==> src/rtl/mix_columns_pipe.sv <==
// AES MixColumns / InvMixColumns / bypass engine with valid-ready handshake.
// Processes COLS_PER_CYCLE columns per clock and holds the result until it is accepted.
module mix_columns_pipe #(
  parameter  int COLS_PER_CYCLE = 1,
  localparam int N_GROUPS       = 4 / COLS_PER_CYCLE,
  localparam int TEXT_WIDTH     = 128
) (
  input  logic                  clk_i,
  input  logic                  rst_ni,
  input  logic                  in_valid_i,
  output logic                  in_ready_o,
  input  logic [1:0]            mode_i,
  input  logic [TEXT_WIDTH-1:0] state_i,
  output logic                  out_valid_o,
  input  logic                  out_ready_i,
  output logic [TEXT_WIDTH-1:0] state_o,
  output logic                  busy_o
);

  localparam int CNT_W = (N_GROUPS > 1) ? $clog2(N_GROUPS) : 1;

  if (!(COLS_PER_CYCLE == 1 || COLS_PER_CYCLE == 2 || COLS_PER_CYCLE == 4)) begin : g_bad_cpc
    $error("mix_columns_pipe: COLS_PER_CYCLE must be 1, 2 or 4");
  end

  typedef enum logic [1:0] {IDLE = 2'd0, BUSY = 2'd1, DONE = 2'd2} state_e;

  state_e                  state_q, state_d;
  logic [CNT_W-1:0]        grp_q, grp_d;
  logic [1:0]              mode_q, mode_d;
  logic [TEXT_WIDTH-1:0]   in_q, in_d;
  logic [TEXT_WIDTH-1:0]   res_q, res_d;
  logic                    accept;
  int                      col;

  function automatic logic [7:0] xtime(input logic [7:0] b);
    return {b[6:0], 1'b0} ^ (b[7] ? 8'h1B : 8'h00);
  endfunction

  // Forward uses {2,3,1,1}, inverse {0e,0b,0d,09}; any other mode passes through.
  function automatic logic [31:0] mix_col(input logic [31:0] c, input logic [1:0] m);
    logic [7:0] s   [4];
    logic [7:0] x2  [4];
    logic [7:0] x4  [4];
    logic [7:0] x8  [4];
    logic [7:0] r   [4];
    for (int i = 0; i < 4; i++) begin
      s[i]  = c[31-8*i -: 8];
      x2[i] = xtime(s[i]);
      x4[i] = xtime(x2[i]);
      x8[i] = xtime(x4[i]);
    end
    for (int i = 0; i < 4; i++) begin
      if (m == 2'b00) begin
        r[i] = x2[i] ^ (x2[(i+1)%4] ^ s[(i+1)%4]) ^ s[(i+2)%4] ^ s[(i+3)%4];
      end else if (m == 2'b01) begin
        r[i] = (x8[i] ^ x4[i] ^ x2[i])
             ^ (x8[(i+1)%4] ^ x2[(i+1)%4] ^ s[(i+1)%4])
             ^ (x8[(i+2)%4] ^ x4[(i+2)%4] ^ s[(i+2)%4])
             ^ (x8[(i+3)%4] ^ s[(i+3)%4]);
      end else begin
        r[i] = s[i];
      end
    end
    return {r[0], r[1], r[2], r[3]};
  endfunction

  assign in_ready_o  = (state_q == IDLE) || ((state_q == DONE) && out_ready_i);
  assign accept      = in_valid_i && in_ready_o;
  assign out_valid_o = (state_q == DONE);
  assign busy_o      = (state_q == BUSY);
  assign state_o     = res_q;

  always_comb begin
    state_d = state_q;
    grp_d   = grp_q;
    mode_d  = mode_q;
    in_d    = in_q;
    res_d   = res_q;
    col     = 0;
    case (state_q)
      IDLE: begin
        if (accept) begin
          in_d    = state_i;
          mode_d  = mode_i;
          grp_d   = '0;
          state_d = BUSY;
        end
      end
      BUSY: begin
        for (int j = 0; j < COLS_PER_CYCLE; j++) begin
          col = int'(grp_q) * COLS_PER_CYCLE + j;
          res_d[127-32*col -: 32] = mix_col(in_q[127-32*col -: 32], mode_q);
        end
        // Counter holds on the last group so it never wraps inside a block.
        if (grp_q == CNT_W'(N_GROUPS - 1)) begin
          state_d = DONE;
        end else begin
          grp_d = CNT_W'(grp_q + 1'b1);
        end
      end
      DONE: begin
        if (out_ready_i) begin
          state_d = IDLE;
          if (accept) begin
            in_d    = state_i;
            mode_d  = mode_i;
            grp_d   = '0;
            state_d = BUSY;
          end
        end
      end
      default: state_d = IDLE;
    endcase
  end

  always_ff @(posedge clk_i or negedge rst_ni) begin
    if (!rst_ni) begin
      state_q <= IDLE;
      grp_q   <= '0;
      mode_q  <= '0;
      in_q    <= '0;
      res_q   <= '0;
    end else begin
      state_q <= state_d;
      grp_q   <= grp_d;
      mode_q  <= mode_d;
      in_q    <= in_d;
      res_q   <= res_d;
    end
  end

endmodule
==> config.mk <==
export PLATFORM = sky130hd
export DESIGN_NAME = mix_columns_pipe
export DESIGN_NICKNAME = d
export VERILOG_FILES = /design/src/rtl/mix_columns_pipe.sv
export SDC_FILE = /design/constraint.sdc
export NUM_CORES = 1
export LEC_CHECK = 0
export BUFFER_PORTS_ARGS = -buffer_cell sky130_fd_sc_hd__buf_2
export CAP_MARGIN = 5
export CELL_PAD_IN_SITES_DETAIL_PLACEMENT = 1
export CELL_PAD_IN_SITES_GLOBAL_PLACEMENT = 2
export CORE_MARGIN = 3
export CORE_UTILIZATION = 38
export CTS_CLUSTER_SIZE = 12
export DETAILED_ROUTE_END_ITERATION = 12
export PLACE_DENSITY_LB_ADDON = 0.1
export SLEW_MARGIN = 25
export SYNTH_ARGS = -nofsm -noshare
export SYNTH_HDL_FRONTEND = slang
export SYNTH_SLANG_ARGS = --single-unit
==> constraint.sdc <==
create_clock -name clk_i -period 4.85 [get_ports clk_i]
set_clock_uncertainty 0.15 [all_clocks]
set_input_delay 1.455 -clock clk_i [delete_from_list [all_inputs] [get_ports clk_i]]
set_output_delay 1.455 -clock clk_i [all_outputs]
set_load 0.02 [all_outputs]
== Word-level counts from Yosys, hierarchy flattened ==
Cells that the tools add are included.
Word-level totals
  register bits: 262
  output and inout port bits: 131
Cells by class
  eq/ne operators: 8
  $add $sub $neg: 3
  shift-type cells: 3
  reduce and logical (&&, ||, !) cells: 10
  multiplexer cells: 40
  bitwise logic cells: 64
Operators with widths (count)
  $xor A8 B8 Y8: 52
  $mux W128: 2
  $pmux W128 S2: 1
  $shift A32 B33 Y159 const A: 1
  $shiftx A159 B8 Y32: 1
  $shiftx A32 B33 Y159: 1
  $bwmux W128: 1
  $mux W8: 12
  $xor A8 B5 Y8: 12
  $mux W5: 12
  $neg A8 Y33: 1
  $mux W2: 8
  $pmux W2 S3: 2
  $sub A7 B7 Y8 const A: 1
  $reduce_and A3 Y1: 2
  $eq A2 B1 Y1 const B: 2
  $eq A2 B2 Y1 const B: 2
  $logic_not A2 Y1: 2
  $ne A2 B1 Y1 const B: 2
  $ne A2 B2 Y1 const B: 2
  $pmux W2 S2: 1
  $reduce_bool A3 Y1: 1
  $add A2 B1 Y2 const B: 1
  $logic_and A1 B1 Y1: 2
  4 further kinds: 4

== Logic depth before layout (Yosys ltp) ==
  word-level depth: 18
  mapped depth: 11
  depth with buffers taken out: 7

== Worst setup path before layout ==
Ideal clock, no wire load.
  path type: input to register
  from: input out_ready_i
  to: register in_q[100]
  cell stages on the path: 7
  path buffers: 3
  arrival: 3268 ps
  library setup time: 125 ps
  path slack: 1307 ps
  data required time: 4575 ps
  path through: inv_1 a21oi_1 and2_1 clkbuf_1 clkbuf_1 clkbuf_1 mux2_2
On the way
  cells in the longest elaborated chain, start to end: 6
  elaborated cells between the ends (all ways): 8
RTL lines
  from (decl): RTL line 15  | input logic out_ready_i,
  $logic_and A1 B1 Y1 *: RTL line 68  | assign in_ready_o = (state_q == IDLE) || ((state_q == DONE) && out_ready_i);
  $logic_or A1 B1 Y1 *: RTL line 68
  named net in_ready_o: RTL line 11  | output logic in_ready_o,
  $logic_and A1 B1 Y1 *: RTL line 69  | assign accept = in_valid_i && in_ready_o;
  $mux W128 *
  $mux W128
  $pmux W128 S2 *
  to (signal assigned): RTL line 128  | in_q <= in_d;
  to (decl): RTL line 31  | logic [TEXT_WIDTH-1:0] in_q, in_d;
The timed path passes the listed nets; every way through them passes the cells marked *. The select of a mux whose other input is x is not followed.
A chain may end at the register's enable or synchronous reset.

== Final worst setup path ==
  from: register grp_q[0]
  to: register res_q[119], in the netlist state_o[119]
On the way
  cells in the longest elaborated chain, start to end: 16
  elaborated cells between the ends (all ways): 94
RTL lines
  from (decl): RTL line 29  | logic [CNT_W-1:0] grp_q, grp_d;
  from (signal assigned): RTL line 126  | grp_q <= grp_d;
  $sub A7 B7 Y8 *: RTL line 93  | res_d[127-32*col -: 32] = mix_col(in_q[127-32*col -: 32], mode_q);
  $shiftx A159 B8 Y32: RTL line 93
  $xor A8 B5 Y8 or $mux W5 (tied branches) (2 in a row): RTL line 37  | return {b[6:0], 1'b0} ^ (b[7] ? 8'h1B : 8'h00);
  $mux W5 or $xor A8 B5 Y8 (tied branches): RTL line 37
  $xor A8 B5 Y8: RTL line 37
  $xor A8 B8 Y8, on equally long branches: RTL line 57, 59, 58
  $xor A8 B8 Y8, on equally long branches: RTL line 57, 58
  $xor A8 B8 Y8: RTL line 58  | ^ (x8[(i+1)%4] ^ x2[(i+1)%4] ^ s[(i+1)%4])
  $xor A8 B8 Y8: RTL line 59  | ^ (x8[(i+2)%4] ^ x4[(i+2)%4] ^ s[(i+2)%4])
  $xor A8 B8 Y8: RTL line 60  | ^ (x8[(i+3)%4] ^ s[(i+3)%4]);
  $mux W8: RTL line 56  | end else if (m == 2'b01) begin
  $mux W8: RTL line 54  | if (m == 2'b00) begin
  $mux W8: RTL line 81  | case (state_q)
  $shiftx A32 B33 Y159: RTL line 93
  $bwmux W128 *: RTL line 93
  to (signal assigned): RTL line 129  | res_q <= res_d;
  to (decl): RTL line 32  | logic [TEXT_WIDTH-1:0] res_q, res_d;
Every way passes the cells marked *; elsewhere a longest branch is shown, timed or not. The select of a mux whose other input is x is not followed.

==> metrics <==
worst skew pair latency around 0.55 ns; Port-buffer cells 264; largest cells by area after synthesis dfrtp_1 (48%), mux2_2 (11%), xnor2_1 (6.8%); CTS max path bufs 3; clk sinks 262; remaining antenna violation count 0; initial antenna violation count 5; Starting Density 0.390; Pre-antenna DRT Iters 5; Hold EP state_o[87]; fin crit period 4.33 ns; Synth top area share 0.482; syn avg cell area around 13 um2; Critical Path AT 4.58 ns; DRC 0; # fillers 3693; CP Max Fanout 24; post-synthesis cell area between 0.01 and 0.015 mm2; Max Fclk 231 MHz; reg2reg setup slack 0.52 ns; post_cts resized 0; worst setup path category reg -> reg; hold buffers post-CTS 0; Slew @ Worst Pin 0.895 ns; Die Width slightly below 200 um; CTS root buf clkbuf_16; Cells after Synth 1025; vias 9470; Final Max Slew Viols 0; crit end category flop; placed wire-length estimate 31700 um; setup TNS 0 ns; Hold Path Stages 2; register area share after synthesis 0.482; relative slew slack 0.402; Worst Path Required 5.10 ns; nets 1420; Storage cell area 0.00656 mm2; FFs w/ async S/R, synth 1.00; die area between 0.03 and 0.04 mm2; top-count cell post-synth dfrtp_1; DR WL/cell 24.1 um; Worst R2R Path Depth 8; Post-synth top cells dfrtp_1 (262), mux2_2 (129), xnor2_1 (105); fraction of layout cells with a size suffix above 1 0.403; RePlAce Congestion 0.867; MaxCap Viol Count 0; Core Area 0.0349 mm2; final hold violation count 0; largest net degree at the start of global routing 88; Total GRT Usage 0.219; Ys Warns 0; count of different cell masters after synthesis 49; Mapped Nets around 1200; H-tree lvl count 1; Post-synth top flop dfrtp_1; r2r endpoint state_o[119]; Final period util 0.893; hold_sp state_o[87]; grt ovf 0; Synth area leader dfrtp_1; CTS tree built; die height 195 um; Post-synth EDFFs 0; R2R Path Start grp_q[0]; # IOs around 270; RSZ-0062 raised after global routing no; area of the multi-input gates approximately 0.0067 mm2; FF+latch count, synth 262; status completed; CTS Buf Count 29; Area Growth Syn to Fin 20.2%; Worst setup SP type flop; Via density between 5 and 6; global-route wire length before repair between 60000 and 70000 um; vias in the first global route between 9000 and 10000; clock slew at reported path FFs 0.06 ns; HP Class reg -> reg; drt initial violations a little over 600; endpoints failing setup 0; Detailed Route WL about 42000 um; post-CTS setup buffers 0; # rows 68
[how the worst max path moves through the flow]
stage	from	endpoint	slack, ns
after floorplan	out_ready_i	in_q[100]	1.31
after global placement	grp_q[0]	state_o[3]	0.53
after detailed placement	grp_q[0]	state_o[119]	0.48
after CTS	grp_q[0]	state_o[119]	0.45
after global routing	grp_q[0]	state_o[119]	0.23
final	grp_q[0]	state_o[119]	0.52
[stage by stage]
stage                     instance area (um2)  hold WS (ns)  utilization  setup WS [ns]  instances
after floorplan                         13600         0.322            -           1.31       1025
after global placement                  15500         0.310        0.443          0.530       1706
after detailed placement                15500         0.315        0.443          0.479       1706
after CTS                               16300         0.329        0.468          0.446       1757
after global routing                    16300         0.354        0.469          0.230       1758
final                                   16400         0.321        0.469          0.520       1759
[final cells by class]
cell class              count  share of cell area
multi-input cells         686               0.410
flip-flops and latches    262               0.401
repair buffers            296              0.0984
clock buffers              43              0.0507
well taps                 455              0.0348
clock inverters             8             0.00291
inverters                   7             0.00161
diodes                      2            0.000306
[per-layer routing]
metal | track usage | wire, um | share of wire
met3 | 0.0362 | 2390 | 0.056
met5 | 0 | 26 | 0.00061
met1 | 0.321 | 19800 | 0.47
met2 | 0.349 | 19500 | 0.46
met4 | 0.0391 | 756 | 0.018
[cells by family after synthesis]
| family | count (synthesis) | share of synthesized area |
|---|---|---|
| buffers and inverters | 77 | 0.0268 |
| adder cells (fa/ha/maj) | 4 | 0.00368 |
| multiplexers | 167 | 0.165 |
| XOR/XNOR | 204 | 0.189 |
| AND/OR/NAND/NOR | 138 | 0.0430 |
| AO/OA/AOI/OAI | 173 | 0.0911 |
| flip-flops | 262 | 0.482 |
[registers in the layout, summed over array words and instances, names as in the netlist]
register / cells
in_q: 128
state_o: 128
grp_q: 2
mode_q: 2
state_q: 2
[critical path, cell delays in order, from the launching register on]
cell and delay [ns]:
dfrtp_2 0.92, buf_4 0.29, mux4_2 0.67, xnor2_1 0.56
xnor3_1 0.32, and2_1 0.21, xnor3_1 0.38, mux2i_1 0.50
o21ai_0 0.17
[placed cells by master (no fill, tap or decap), types with 5 or more instances in the layout]
cell / synthesis / final
buf_2: 17 / 263
and3_1: 8 / 8
xor3_1: 5 / 5
dfrtp_1: 262 / 260
nand2_1: 87 / 87
mux2i_1: 6 / 6
o31ai_1: 8 / 8
mux4_2: 30 / 30
a21oi_1: 14 / 14
xnor3_1: 38 / 38
o21ai_1: 8 / 8
mux2_2: 129 / 129
a32o_1: 23 / 23
xor2_1: 38 / 38
clkbuf_16: 0 / 29
o221ai_1: 5 / 5
o21ai_0: 54 / 54
buf_4: 4 / 29
o22ai_1: 6 / 6
xnor2_1: 105 / 105
clkinv_2: 0 / 6
nor2_1: 21 / 21
a22o_1: 33 / 33
clkbuf_8: 0 / 5
a221o_1: 8 / 8
xnor2_2: 12 / 12
clkbuf_1: 43 / 9
Power is not shown: default switching activity piles up to over one toggle a cycle in this logic, so the estimate is an artifact.
